**config.mk**
```make
export PLATFORM = sky130hd
export DESIGN_NAME = control_unit
export DESIGN_NICKNAME = d
export VERILOG_FILES = /design/src/rtl/control_unit.sv
export SDC_FILE = /design/constraint.sdc
export NUM_CORES = 1
export LEC_CHECK = 0
export CORE_AREA = 2 2 83 65
export DETAILED_ROUTE_END_ITERATION = 12
export DIE_AREA = 0 0 85 67
export GPL_TIMING_DRIVEN = 0
export SYNTH_ARGS = -nofsm -noshare
export SYNTH_HDL_FRONTEND = slang
export SYNTH_SLANG_ARGS = --single-unit
```
**constraint.sdc**
```tcl
create_clock -name Clock -period 7.7 [get_ports Clock]
set_input_delay 1.54 -clock Clock [delete_from_list [all_inputs] [get_ports Clock]]
set_output_delay 1.54 -clock Clock [all_outputs]
set_load 0.01 [all_outputs]
```
**src/rtl/control_unit.sv**
```systemverilog
// ============================================================================
// Module   : control_unit
// Brief    : Hardwired Moore controller sequencing fetch/decode/execute for datapath.
// Revision : 1.0 - initial release
// ============================================================================
`default_nettype none

module control_unit #(
    parameter logic [4:0] OP_LD   = 5'b00000,
    parameter logic [4:0] OP_LDI  = 5'b00001,
    parameter logic [4:0] OP_ST   = 5'b00010,
    parameter logic [4:0] OP_ADD  = 5'b00011,
    parameter logic [4:0] OP_SUB  = 5'b00100,
    parameter logic [4:0] OP_AND  = 5'b00101,
    parameter logic [4:0] OP_OR   = 5'b00110,
    parameter logic [4:0] OP_ADDI = 5'b01100,
    parameter logic [4:0] OP_BR   = 5'b10010,
    parameter logic [4:0] OP_IN   = 5'b10110,
    parameter logic [4:0] OP_OUT  = 5'b10111,
    parameter logic [4:0] OP_NOP  = 5'b11010,
    parameter logic [4:0] OP_HALT = 5'b11011
) (
    input  logic       Clock,
    input  logic       Clear,
    input  logic [4:0] opcode,
    input  logic       CON_FF,
    input  logic       Stop,
    output logic       PCout, PCin, IncPC,
    output logic       MARin, MDRin, MDRout, Read, RAMin,
    output logic       IRin, Yin, ZLowIn, ZLowout, Cout, CONin,
    output logic       GRA, GRB, GRC, BAout, Rin, Rout,
    output logic       InPortOut, OutPortIn,
    output logic       ZHighIn, ZHighout, HIin, HIout, LOin, LOout, InPortIn,
    output logic       Run
);

    typedef enum logic [4:0] {
        ST_RST, ST_T0, ST_T1, ST_T2,
        ST_ALU_T3, ST_ALU_T4, ST_ALU_T5,
        ST_ADDI_T3, ST_ADDI_T4, ST_ADDI_T5,
        ST_LDI_T3, ST_LDI_T4, ST_LDI_T5,
        ST_LD_T3, ST_LD_T4, ST_LD_T5, ST_LD_T6, ST_LD_T7,
        ST_ST_T3, ST_ST_T4, ST_ST_T5, ST_ST_T6, ST_ST_T7,
        ST_BR_T3, ST_BR_T4, ST_BR_T5, ST_BR_T6,
        ST_IN_T3, ST_OUT_T3, ST_NOP_T3, ST_HLT_T3, ST_HALT
    } state_t;

    localparam logic [22:0] c_PCOUT     = 23'd1 << 0;
    localparam logic [22:0] c_PCIN      = 23'd1 << 1;
    localparam logic [22:0] c_INCPC     = 23'd1 << 2;
    localparam logic [22:0] c_MARIN     = 23'd1 << 3;
    localparam logic [22:0] c_MDRIN     = 23'd1 << 4;
    localparam logic [22:0] c_MDROUT    = 23'd1 << 5;
    localparam logic [22:0] c_READ      = 23'd1 << 6;
    localparam logic [22:0] c_RAMIN     = 23'd1 << 7;
    localparam logic [22:0] c_IRIN      = 23'd1 << 8;
    localparam logic [22:0] c_YIN       = 23'd1 << 9;
    localparam logic [22:0] c_ZLOWIN    = 23'd1 << 10;
    localparam logic [22:0] c_ZLOWOUT   = 23'd1 << 11;
    localparam logic [22:0] c_COUT      = 23'd1 << 12;
    localparam logic [22:0] c_CONIN     = 23'd1 << 13;
    localparam logic [22:0] c_GRA       = 23'd1 << 14;
    localparam logic [22:0] c_GRB       = 23'd1 << 15;
    localparam logic [22:0] c_GRC       = 23'd1 << 16;
    localparam logic [22:0] c_BAOUT     = 23'd1 << 17;
    localparam logic [22:0] c_RIN       = 23'd1 << 18;
    localparam logic [22:0] c_ROUT      = 23'd1 << 19;
    localparam logic [22:0] c_INPORTOUT = 23'd1 << 20;
    localparam logic [22:0] c_OUTPORTIN = 23'd1 << 21;
    localparam logic [22:0] c_RUN       = 23'd1 << 22;

    state_t      r_state;
    state_t      w_next;
    logic [22:0] r_ctrl;

    // Strobes are registered from the next state so they line up with r_state.
    function automatic logic [22:0] f_decode(input state_t s, input logic con_ff);
        logic [22:0] v;
        v = '0;
        case (s)
            ST_T0:                             v = c_PCOUT | c_MARIN | c_INCPC | c_ZLOWIN;
            ST_T1:                             v = c_ZLOWOUT | c_PCIN | c_READ | c_MDRIN;
            ST_T2:                             v = c_MDROUT | c_IRIN;
            ST_ALU_T3, ST_ADDI_T3:             v = c_GRB | c_ROUT | c_YIN;
            ST_ALU_T4:                         v = c_GRC | c_ROUT | c_ZLOWIN;
            ST_LDI_T3, ST_LD_T3, ST_ST_T3:     v = c_GRB | c_BAOUT | c_YIN;
            ST_ADDI_T4, ST_LDI_T4, ST_LD_T4,
            ST_ST_T4, ST_BR_T5:                v = c_COUT | c_ZLOWIN;
            ST_ALU_T5, ST_ADDI_T5, ST_LDI_T5:  v = c_ZLOWOUT | c_GRA | c_RIN;
            ST_LD_T5, ST_ST_T5:                v = c_ZLOWOUT | c_MARIN;
            ST_LD_T6:                          v = c_READ | c_MDRIN;
            ST_LD_T7:                          v = c_MDROUT | c_GRA | c_RIN;
            ST_ST_T6:                          v = c_GRA | c_ROUT | c_MDRIN;
            ST_ST_T7:                          v = c_RAMIN;
            ST_BR_T3:                          v = c_GRA | c_ROUT | c_CONIN;
            ST_BR_T4:                          v = c_PCOUT | c_YIN;
            ST_BR_T6:                          v = c_ZLOWOUT | (con_ff ? c_PCIN : 23'd0);
            ST_IN_T3:                          v = c_INPORTOUT | c_GRA | c_RIN;
            ST_OUT_T3:                         v = c_GRA | c_ROUT | c_OUTPORTIN;
            default:                           v = '0;
        endcase
        if (s != ST_RST && s != ST_HALT) v = v | c_RUN;
        return v;
    endfunction

    always_comb begin
        w_next = r_state;
        case (r_state)
            ST_RST:     w_next = ST_T0;
            ST_T0:      w_next = ST_T1;
            ST_T1:      w_next = ST_T2;
            ST_T2: begin
                case (opcode)
                    OP_ADD, OP_SUB, OP_AND, OP_OR: w_next = ST_ALU_T3;
                    OP_ADDI: w_next = ST_ADDI_T3;
                    OP_LDI:  w_next = ST_LDI_T3;
                    OP_LD:   w_next = ST_LD_T3;
                    OP_ST:   w_next = ST_ST_T3;
                    OP_BR:   w_next = ST_BR_T3;
                    OP_IN:   w_next = ST_IN_T3;
                    OP_OUT:  w_next = ST_OUT_T3;
                    OP_HALT: w_next = ST_HLT_T3;
                    OP_NOP:  w_next = ST_NOP_T3;
                    default: w_next = ST_NOP_T3;
                endcase
            end
            ST_ALU_T3:  w_next = ST_ALU_T4;
            ST_ALU_T4:  w_next = ST_ALU_T5;
            ST_ADDI_T3: w_next = ST_ADDI_T4;
            ST_ADDI_T4: w_next = ST_ADDI_T5;
            ST_LDI_T3:  w_next = ST_LDI_T4;
            ST_LDI_T4:  w_next = ST_LDI_T5;
            ST_LD_T3:   w_next = ST_LD_T4;
            ST_LD_T4:   w_next = ST_LD_T5;
            ST_LD_T5:   w_next = ST_LD_T6;
            ST_LD_T6:   w_next = ST_LD_T7;
            ST_ST_T3:   w_next = ST_ST_T4;
            ST_ST_T4:   w_next = ST_ST_T5;
            ST_ST_T5:   w_next = ST_ST_T6;
            ST_ST_T6:   w_next = ST_ST_T7;
            ST_BR_T3:   w_next = ST_BR_T4;
            ST_BR_T4:   w_next = ST_BR_T5;
            ST_BR_T5:   w_next = ST_BR_T6;
            ST_ALU_T5, ST_ADDI_T5, ST_LDI_T5, ST_LD_T7, ST_ST_T7,
            ST_BR_T6, ST_IN_T3, ST_OUT_T3, ST_NOP_T3:
                        w_next = ST_T0;
            ST_HLT_T3:  w_next = ST_HALT;
            ST_HALT:    w_next = ST_HALT;
            default:    w_next = ST_RST;
        endcase
        // Stop only acts at an instruction boundary, so the current instruction finishes.
        if (w_next == ST_T0 && Stop) w_next = ST_HALT;
    end

    always_ff @(posedge Clock) begin
        if (Clear) begin
            r_state <= ST_RST;
            r_ctrl  <= '0;
        end else begin
            r_state <= w_next;
            r_ctrl  <= f_decode(w_next, CON_FF);
        end
    end

    assign PCout     = r_ctrl[0];
    assign PCin      = r_ctrl[1];
    assign IncPC     = r_ctrl[2];
    assign MARin     = r_ctrl[3];
    assign MDRin     = r_ctrl[4];
    assign MDRout    = r_ctrl[5];
    assign Read      = r_ctrl[6];
    assign RAMin     = r_ctrl[7];
    assign IRin      = r_ctrl[8];
    assign Yin       = r_ctrl[9];
    assign ZLowIn    = r_ctrl[10];
    assign ZLowout   = r_ctrl[11];
    assign Cout      = r_ctrl[12];
    assign CONin     = r_ctrl[13];
    assign GRA       = r_ctrl[14];
    assign GRB       = r_ctrl[15];
    assign GRC       = r_ctrl[16];
    assign BAout     = r_ctrl[17];
    assign Rin       = r_ctrl[18];
    assign Rout      = r_ctrl[19];
    assign InPortOut = r_ctrl[20];
    assign OutPortIn = r_ctrl[21];
    assign Run       = r_ctrl[22];

    assign ZHighIn   = 1'b0;
    assign ZHighout  = 1'b0;
    assign HIin      = 1'b0;
    assign HIout     = 1'b0;
    assign LOin      = 1'b0;
    assign LOout     = 1'b0;
    assign InPortIn  = 1'b0;

endmodule

`default_nettype wire

```
# --- Yosys cells after proc, flatten, opt, wreduce, memory -nomap -nowiden ---
# Memories as Yosys holds them, arrays and structs flattened.
# Cells that the tools add are included.
word_totals:
  memories: 1
  register_bits: 28
  wordCells: 80
  rom_bits: 160
  out_inout_bits: 30
classes:
  muxes: 5
  n_eq_ne: 61
  reduce_logical: 11
memory_table:
  columns: ["name", "words", "width", "rd", "rd_clocked_by_memory_dff", "wr", "line", "rtl"]
  rows:
  - ["(name not given)", 32, 5, 1, 0, 0, "113", "case (opcode)"]
op_table:
  columns: ["cell", "n"]
  rows:
  - ["$pmux 22 s18", 1]
  - ["$eq 5x5->1 const B", 29]
  - ["$pmux 5 s22", 1]
  - ["$eq 5x4->1 const B", 16]
  - ["$eq 5x3->1 const B", 8]
  - ["$mux 23", 1]
  - ["$eq 5x2->1 const B", 4]
  - ["$eq 5x1->1 const B", 3]
  - ["$reduce_or 10->1", 1]
  - ["$reduce_or 2->1", 3]
  - ["$reduce_or 3->1", 2]
  - ["$logic_not 5->1", 1]
  - ["$mux 5", 1]
  - ["$ne 5x5->1 const B", 1]
  - ["$reduce_bool 5->1", 1]
  - ["$reduce_or 5->1", 1]
  - ["$logic_and 1x1->1", 2]
  - ["$mux 2", 1]

# --- Logic depth before layout (Yosys ltp) ---
# Gate-level depths: netlist of the first run.
logic_depth:
  depth_word: 10
  mapped_depth: 11

# --- Worst setup path after synthesis of the first run ---
# OpenSTA, ideal clock, no wires.
synth_timing:
  path_type: "input to register"
  from: "input opcode[0]"
  to: "register r_ctrl[10]"
  arrival_ps: 3611
  path_buffers: 1
  path_slack_ps: 4030
  stages: 10
  cell_sequence: "inv_1 ha_1 or3b_1 a32o_1 o221ai_2 buf_4 o21ai_0 o22a_1 a2111oi_4 a31o_1"
synth_via:
  elab_chain_len: 9
synth_lines:
  columns: ["element", "line", "rtl"]
  rows:
  - ["start: declaration", "25", "input logic [4:0] opcode,"]
  - ["$mem_v2 32x5 *", null, null]
  - ["$pmux 5 s22 *", "108", "case (r_state)"]
  - ["$eq 5x1->1", "152", "if (w_next == ST_T0 && Stop) w_next = ST_HALT;"]
  - ["$logic_and 1x1->1", "152", null]
  - ["$mux 5 *", "152", null]
  - ["$eq 5x4->1 (tied with other cells)", "80", "case (s)"]
  - ["$reduce_or 5->1 (tied with other cells)", "80", null]
  - ["$pmux 22 s18 *", "80", null]
  - ["$mux 23 *", "102", "if (s != ST_RST && s != ST_HALT) v = v | c_RUN;"]
  - ["end signal: assignment", "161", "r_ctrl <= f_decode(w_next, CON_FF);"]
  - ["end: declaration", "74", "logic [22:0] r_ctrl;"]
# Every way passes the cells marked *; elsewhere a longest branch is shown, timed or not.
# A chain may end at the register's enable or synchronous reset.

# --- Worst setup path in the final report of the first run ---
layout_timing:
  from: "input opcode[1]"
  to: "register r_ctrl[10]"
# The elaborated chain is that of the path after synthesis.

==> results of run 1 <==
routing by layer:
metal / track usage / up-vias / wire, um
met1: 0.2602 / 822 / 2501
met3: 0.04833 / 4 / 351
li1: - / 893 / -
met2: 0.2510 / 65 / 1879
met5: 0 / - / 0
met4: 0.03175 / 0 / 21
layout make-up:
class	instances	area [um2]	share of cell area
buffer	27	203.9	0.08768
clock buffer	4	55.05	0.02367
inverter	4	15.01	0.006455
multi-input combinational	169	1126	0.4841
sequential	28	560.5	0.2410
tap	60	75.07	0.03228
timing repair buffer	29	290.3	0.1248
worst min path at each step:
| stage | start | endpoint | slack, ns | depth (start not counted) |
|---|---|---|---|---|
| floorplan | r_state[1] | r_ctrl[7] | 0.64 | 3 |
| global placement | r_state[1] | r_ctrl[7] | 0.72 | 3 |
| detailed placement | r_state[1] | r_ctrl[7] | 0.71 | 3 |
| CTS | r_state[1] | r_ctrl[7] | 0.73 | 3 |
| global route | r_state[1] | r_ctrl[7] | 0.77 | 3 |
| finish | r_state[1] | r_ctrl[7] | 0.74 | 3 |
where the power goes:
group / total [uW] / internal, uW / switching (uW) / leakage (uW)
logic: 647 / 274 / 373 / 0.000593
clock network: 87.6 / 45.7 / 41.8 / 0.0000288
registers: 207 / 191 / 16.2 / 0.000229
worst max-delay path: stages:
cell and delay (ns):
clkdlybuf4s50_1 0.52, inv_1 0.06, ha_1 0.28, or3b_1 0.34
a32o_1 0.24, o221ai_2 0.24, buf_4 0.24, o21ai_0 0.14
o22a_1 0.24, a2111oi_4 0.38, a31o_1 0.14
layout by cell type, fill, tap and decap left out, types with 2 or more instances in the layout:
cell type,netlist,final
nor3_1,11,11
inv_1,4,4
ha_1,3,3
a21o_1,2,2
nand3b_1,3,3
nor4_1,6,6
o21ai_0,5,5
conb_1,1,7
clkbuf_8,2,6
a31oi_1,7,7
buf_4,10,10
or3_1,6,6
dfxtp_1,28,28
xnor2_1,4,4
clkbuf_1,4,4
nor4b_1,2,2
o211ai_1,2,2
a21oi_1,17,17
and3_1,2,2
nor2b_1,3,3
o31ai_1,2,2
buf_2,5,5
xor2_1,2,2
mux2i_1,2,2
nor2_1,15,15
nand2b_1,2,2
nand2_1,15,15
nor3b_1,2,2
nand3_1,8,8
or4_1,2,2
buf_6,5,5
a32o_1,2,2
clkdlybuf4s50_1,0,29
cell families (layout without fill, tap and decap cells):
logic type | after synthesis | count (layout) | share of synthesized area
AO/OA/AOI/OAI | 58 | 58 | 0.2332
XOR/XNOR | 6 | 6 | 0.02791
adder cells (fa/ha/maj) | 3 | 3 | 0.01994
buffers and inverters | 31 | 64 | 0.1163
flip-flops | 28 | 28 | 0.2977
multiplexers | 2 | 2 | 0.01063
other | 1 | 7 | 0.001991
AND/OR/NAND/NOR | 93 | 93 | 0.2924
state kept, by name (all words and copies together) (netlist names):
register,flops
r_ctrl,23
r_state,5
per-stage QoR:
stage	setup WS (ns)	instances	utilization
floorplan	4.030	228	-
global placement	3.269	317	0.4714
detailed placement	3.279	317	0.4714
CTS	3.556	321	0.4829
global route	3.423	321	0.4829
finish	3.546	321	0.4829
==> results.md, run 1 <==
* Worst Setup EP: r_ctrl[10]
* Post-route cell area at between 2000 and 2500 um2
* Pwr dens at 404.8 nW/um2
* Synth Instances at ~220
* R2r endpoint: r_ctrl[11]
* Worst min-delay path category: reg -> reg
* Max-slew headroom at 0.5445
* Largest net degree at the start of global routing at 16
* DRT iter0 DRCs at ~270
* Clock Path Buffers at 2
* VDD IR max at about 200 uV
* Final HPWL DP at between 3000 and 4000 um
* Clk root buf: clkbuf_8
* # diodes at 0
* Top post-synthesis cells by area: dfxtp_1 (30%), a21oi_1 (4.5%), buf_4 (4.0%), buf_6 (3.0%), nand2_1 (3.0%)
* Core area at ~4800 um2
* Final period utilization at 0.5395
* Vias per Instance at about 5.6
* Vias in the first global route at around 1600
* Layout cell share with drive strength beyond 1 at 0.1686
* Count leader, synth: dfxtp_1
* WP data required at around 7.9 ns
* Reg-to-reg startpoint: r_state[1]
* Most used DFF post-synth: dfxtp_1
* Async set-or-reset flop fraction in the synthesized netlist at 0
* GRT Residual Overflow at 0
* Pleak at ~0.00085 uW
* Top cell type's share of synthesized area at 0.2977
* Post-cts repair resize count at 0
* Starting Density at 0.3909
* Via count at 1784
* Yosys reg bits at 28
* Port Buffers at 29
* Critical path capture point type: register
* Seq/Total Area, Yosys at 0.2977
* # hold bufs at CTS at 0
* IO Pins at 39
* Post-route DRC at 0
* NumNets Final at around 270
* Global Route Usage Sum at 0.1752
* First-pass GRT wire length at around 8000 um
* CTS tree: done
* RSZ-0062 raised after global routing: false
* Leading area contributor after synthesis: dfxtp_1
* Initial antenna violation count at 0
* Commonest cells post-synth: dfxtp_1 (28), a21oi_1 (17), nand2_1 (15), nor2_1 (15), nor3_1 (11)
* Drt total wl at ~4800 um
* Post-CTS setup buffers at 0
* Post-layout minimum cycle time at slightly above 4 ns
* Clk Latency, worst-skew pair at ~0.27 ns
* R2R cell count at 8
* Max-cap violations at 0
* Site row count at 22
* # setup viols final at 0
* Avg Inst Size Synth at 8.482 um2
* Reg2Reg Setup Slack at about 5.1 ns
* WL per Instance at 14.81 um
* FILL cells at roughly 450
* CTS H-tree depth at 1
* Clock sink count at 28
* WP data arrival at about 4.4 ns
* Post-route ant nets at 0
* Post-synth EDFFs at 0
* Die Y at 67 um
* Unique masters post-synth at 70
* Routability cong. at 0.9572
* Yosys warning count at 0
* Status: complete, no violations
* First-pass iteration count of the detailed router at 4
* Total CTS buffers at 3
* CP Launch Point: opcode[1]
* Worst Skew at 0.002668 ns
* Worst-path maximum fanout at 10
* Final Total Pwr at between 900 and 1000 uW
* Startpoint types: input pin
* Fmax at around 240 MHz
* Worst hold slack at ~0.74 ns
* Clock slew at reported path FFs at about 0.090 ns
* Slew Limit Fails at 0
* Synthesized area at about 1900 um2
* Die W at 85 um
* Worst Setup Path Type: in -> reg
* Worst-Margin Slew at between 0.6 and 0.7 ns
* Total Negative Setup Slacks at 0 ns
* Final Hold Viols at 0
* Placed Instance Area at 2271 um2
* Die area at around 5700 um2
* Area growth syn-to-layout at 23.52%
Power figures use the tool's default switching activity.
==> run 2, diff against run 1 <==
PLACE_DENSITY = 0.66   (was not set)
clock period = 3.7 ns   (was 7.7 ns; I/O delays follow)
==> results.md, run 2 (synthesis gave the netlist of run 1 again) <==
* Die W at approximately 85 um
* Critical path capture point type: register
* Site row count at 22
* Max FFs per register at 23
* Final Hold Viols at 0
* Clock sink count at 28
* Pwr dens at roughly 840 nW/um2
* Most frequent cells in the layout: clkdlybuf4s50_1 (29), dfxtp_1 (28), a21oi_1 (17), nand2_1 (15), nor2_1 (15)
* WP data required at 3.92 ns
* Worst min-delay path category: reg -> reg
* WL per Instance at 14.75 um
* # setup viols final at 0
* Vias per Instance at 5.651
* Startpoint types: input pin
* Largest regs: r_ctrl x23, r_state x5
* Port Buffers at 29
* Top reg by flops: r_ctrl
* Worst-Margin Slew at about 0.64 ns
* CTS tree: done
* Fin worst setup slack at about 0.32 ns
* Post-route ant nets at 0
* Starting Density at 0.3909
* Reg-to-reg startpoint: r_state[1]
* Drt total wl at about 4700 um
* R2R cell count at 8
* Hold Startpoint: r_state[1]
* Worst Hold End: r_ctrl[7]
* RSZ-0062 raised after global routing: false
* Status: complete, no violations
* Global Route Usage Sum at 0.1756
* Final HPWL DP at 3620 um
* Area growth syn-to-layout at 23.52%
* Worst Setup Path Type: in -> reg
* # diodes at 0
* Pleak at around 0.00085 uW
* Post-place setup slack at 0.08418 ns
* Core area at 4817 um2
* Clock slew at reported path FFs at 0.09 ns
* Reg2Reg Setup Slack at between 1 and 1.5 ns
* Clk Latency, worst-skew pair at around 0.27 ns
* Vias in the first global route at ~1600
* Total CTS buffers at 3
* Worst-path maximum fanout at 10
* First-pass GRT wire length at about 8100 um
* NumNets Final at ~270
* IO Pins at 39
* # hold bufs at CTS at 0
* WP data arrival at 3.60 ns
* Hold-critical path depth at 3
* Post-cts repair resize count at 0
* Max-slew headroom at 0.5663
* Worst Skew at 0.005000 ns
* Initial antenna violation count at 0
* Die Y at around 67 um
* Routability cong. at 0.9826
* R2r endpoint: r_ctrl[11]
* Layout cell share with drive strength beyond 1 at 0.1686
* Post-CTS setup buffers at 0
* Slew Limit Fails at 0
* CTS H-tree depth at 1
* Post-route DRC at 0
* Fmax at 295.7 MHz
* Post-layout minimum cycle time at 3.382 ns
* Largest net degree at the start of global routing at 16
* VDD IR max at between 300 and 400 uV
* Max-cap violations at 0
* Die area at 5695 um2
* DRT iter0 DRCs at 213
* GRT Residual Overflow at 0
* Clock Path Buffers at 2
* First-pass iteration count of the detailed router at 4
* Via count at 1814
* Clk root buf: clkbuf_8
* Final period utilization at 0.9141
* Total Negative Setup Slacks at 0 ns
* Commonest non-fill, non-tap cell in the layout: clkdlybuf4s50_1
[run 2: cell counts in the layout (fill, tap and decap cells not counted)]
Identical to the previous run, type by type.
[run 2: power breakdown]
group / leakage [uW] / total (uW) / switching [uW] / internal [uW]
Combinational: 0.000593 / 1350 / 777 / 569
Sequential: 0.000229 / 433 / 35.6 / 397
Clock: 0.0000288 / 181 / 85.9 / 95.0
Total: 0.000851 / 1960 / 898 / 1060
[run 2: final cells by class]
class / count / area, um2
fill: 437 / 2491
multi-input combinational: 169 / 1126
sequential: 28 / 560.5
timing repair buffer: 29 / 290.3
buffer: 27 / 203.9
tap: 60 / 75.07
clock buffer: 4 / 55.05
inverter: 4 / 15.01
[run 2: worst max-delay path: stages]
cell and delay (ns):
clkdlybuf4s50_1 0.53, inv_1 0.06, ha_1 0.28, or3b_1 0.35, a32o_1 0.24, o221ai_2 0.26
buf_4 0.25, o21ai_0 0.14, o22a_1 0.24, a2111oi_4 0.37, a31o_1 0.14
[run 2: per-layer routing]
metal | global-route usage | vias to the layer above | wire length [um]
met1 | 0.2673 | 844 | 2294
met3 | 0.03222 | 2 | 446
li1 | - | 886 | -
met4 | 0.02381 | 0 | 10
met2 | 0.2598 | 82 | 1982
met5 | 0 | - | 0
[run 2: worst max-delay path by stage]
stage	depth (start not counted)	slack, ns	to	from
after CTS	11	0.35	r_ctrl[10]	opcode[1]
after global routing	11	0.18	r_ctrl[10]	opcode[1]
after floorplan	10	0.83	r_ctrl[10]	opcode[0]
after detailed placement	11	0.08	r_ctrl[10]	opcode[1]
final	11	0.32	r_ctrl[10]	opcode[1]
after global placement	11	0.08	r_ctrl[10]	opcode[1]
[run 2: stage by stage]
| stage | area, um2 | std cells | util | hold WS [ns] | total power (uW) |
|---|---|---|---|---|---|
| after floorplan | 1906 | 228 | - | 0.6450 | 1389 |
| after global placement | 2271 | 317 | 0.4714 | 0.7122 | 1754 |
| after detailed placement | 2271 | 317 | 0.4714 | 0.7263 | 1755 |
| after CTS | 2326 | 321 | 0.4829 | 0.7393 | 1945 |
| after global routing | 2326 | 321 | 0.4829 | 0.7876 | 2120 |
| final | 2326 | 321 | 0.4829 | 0.7391 | 1960 |
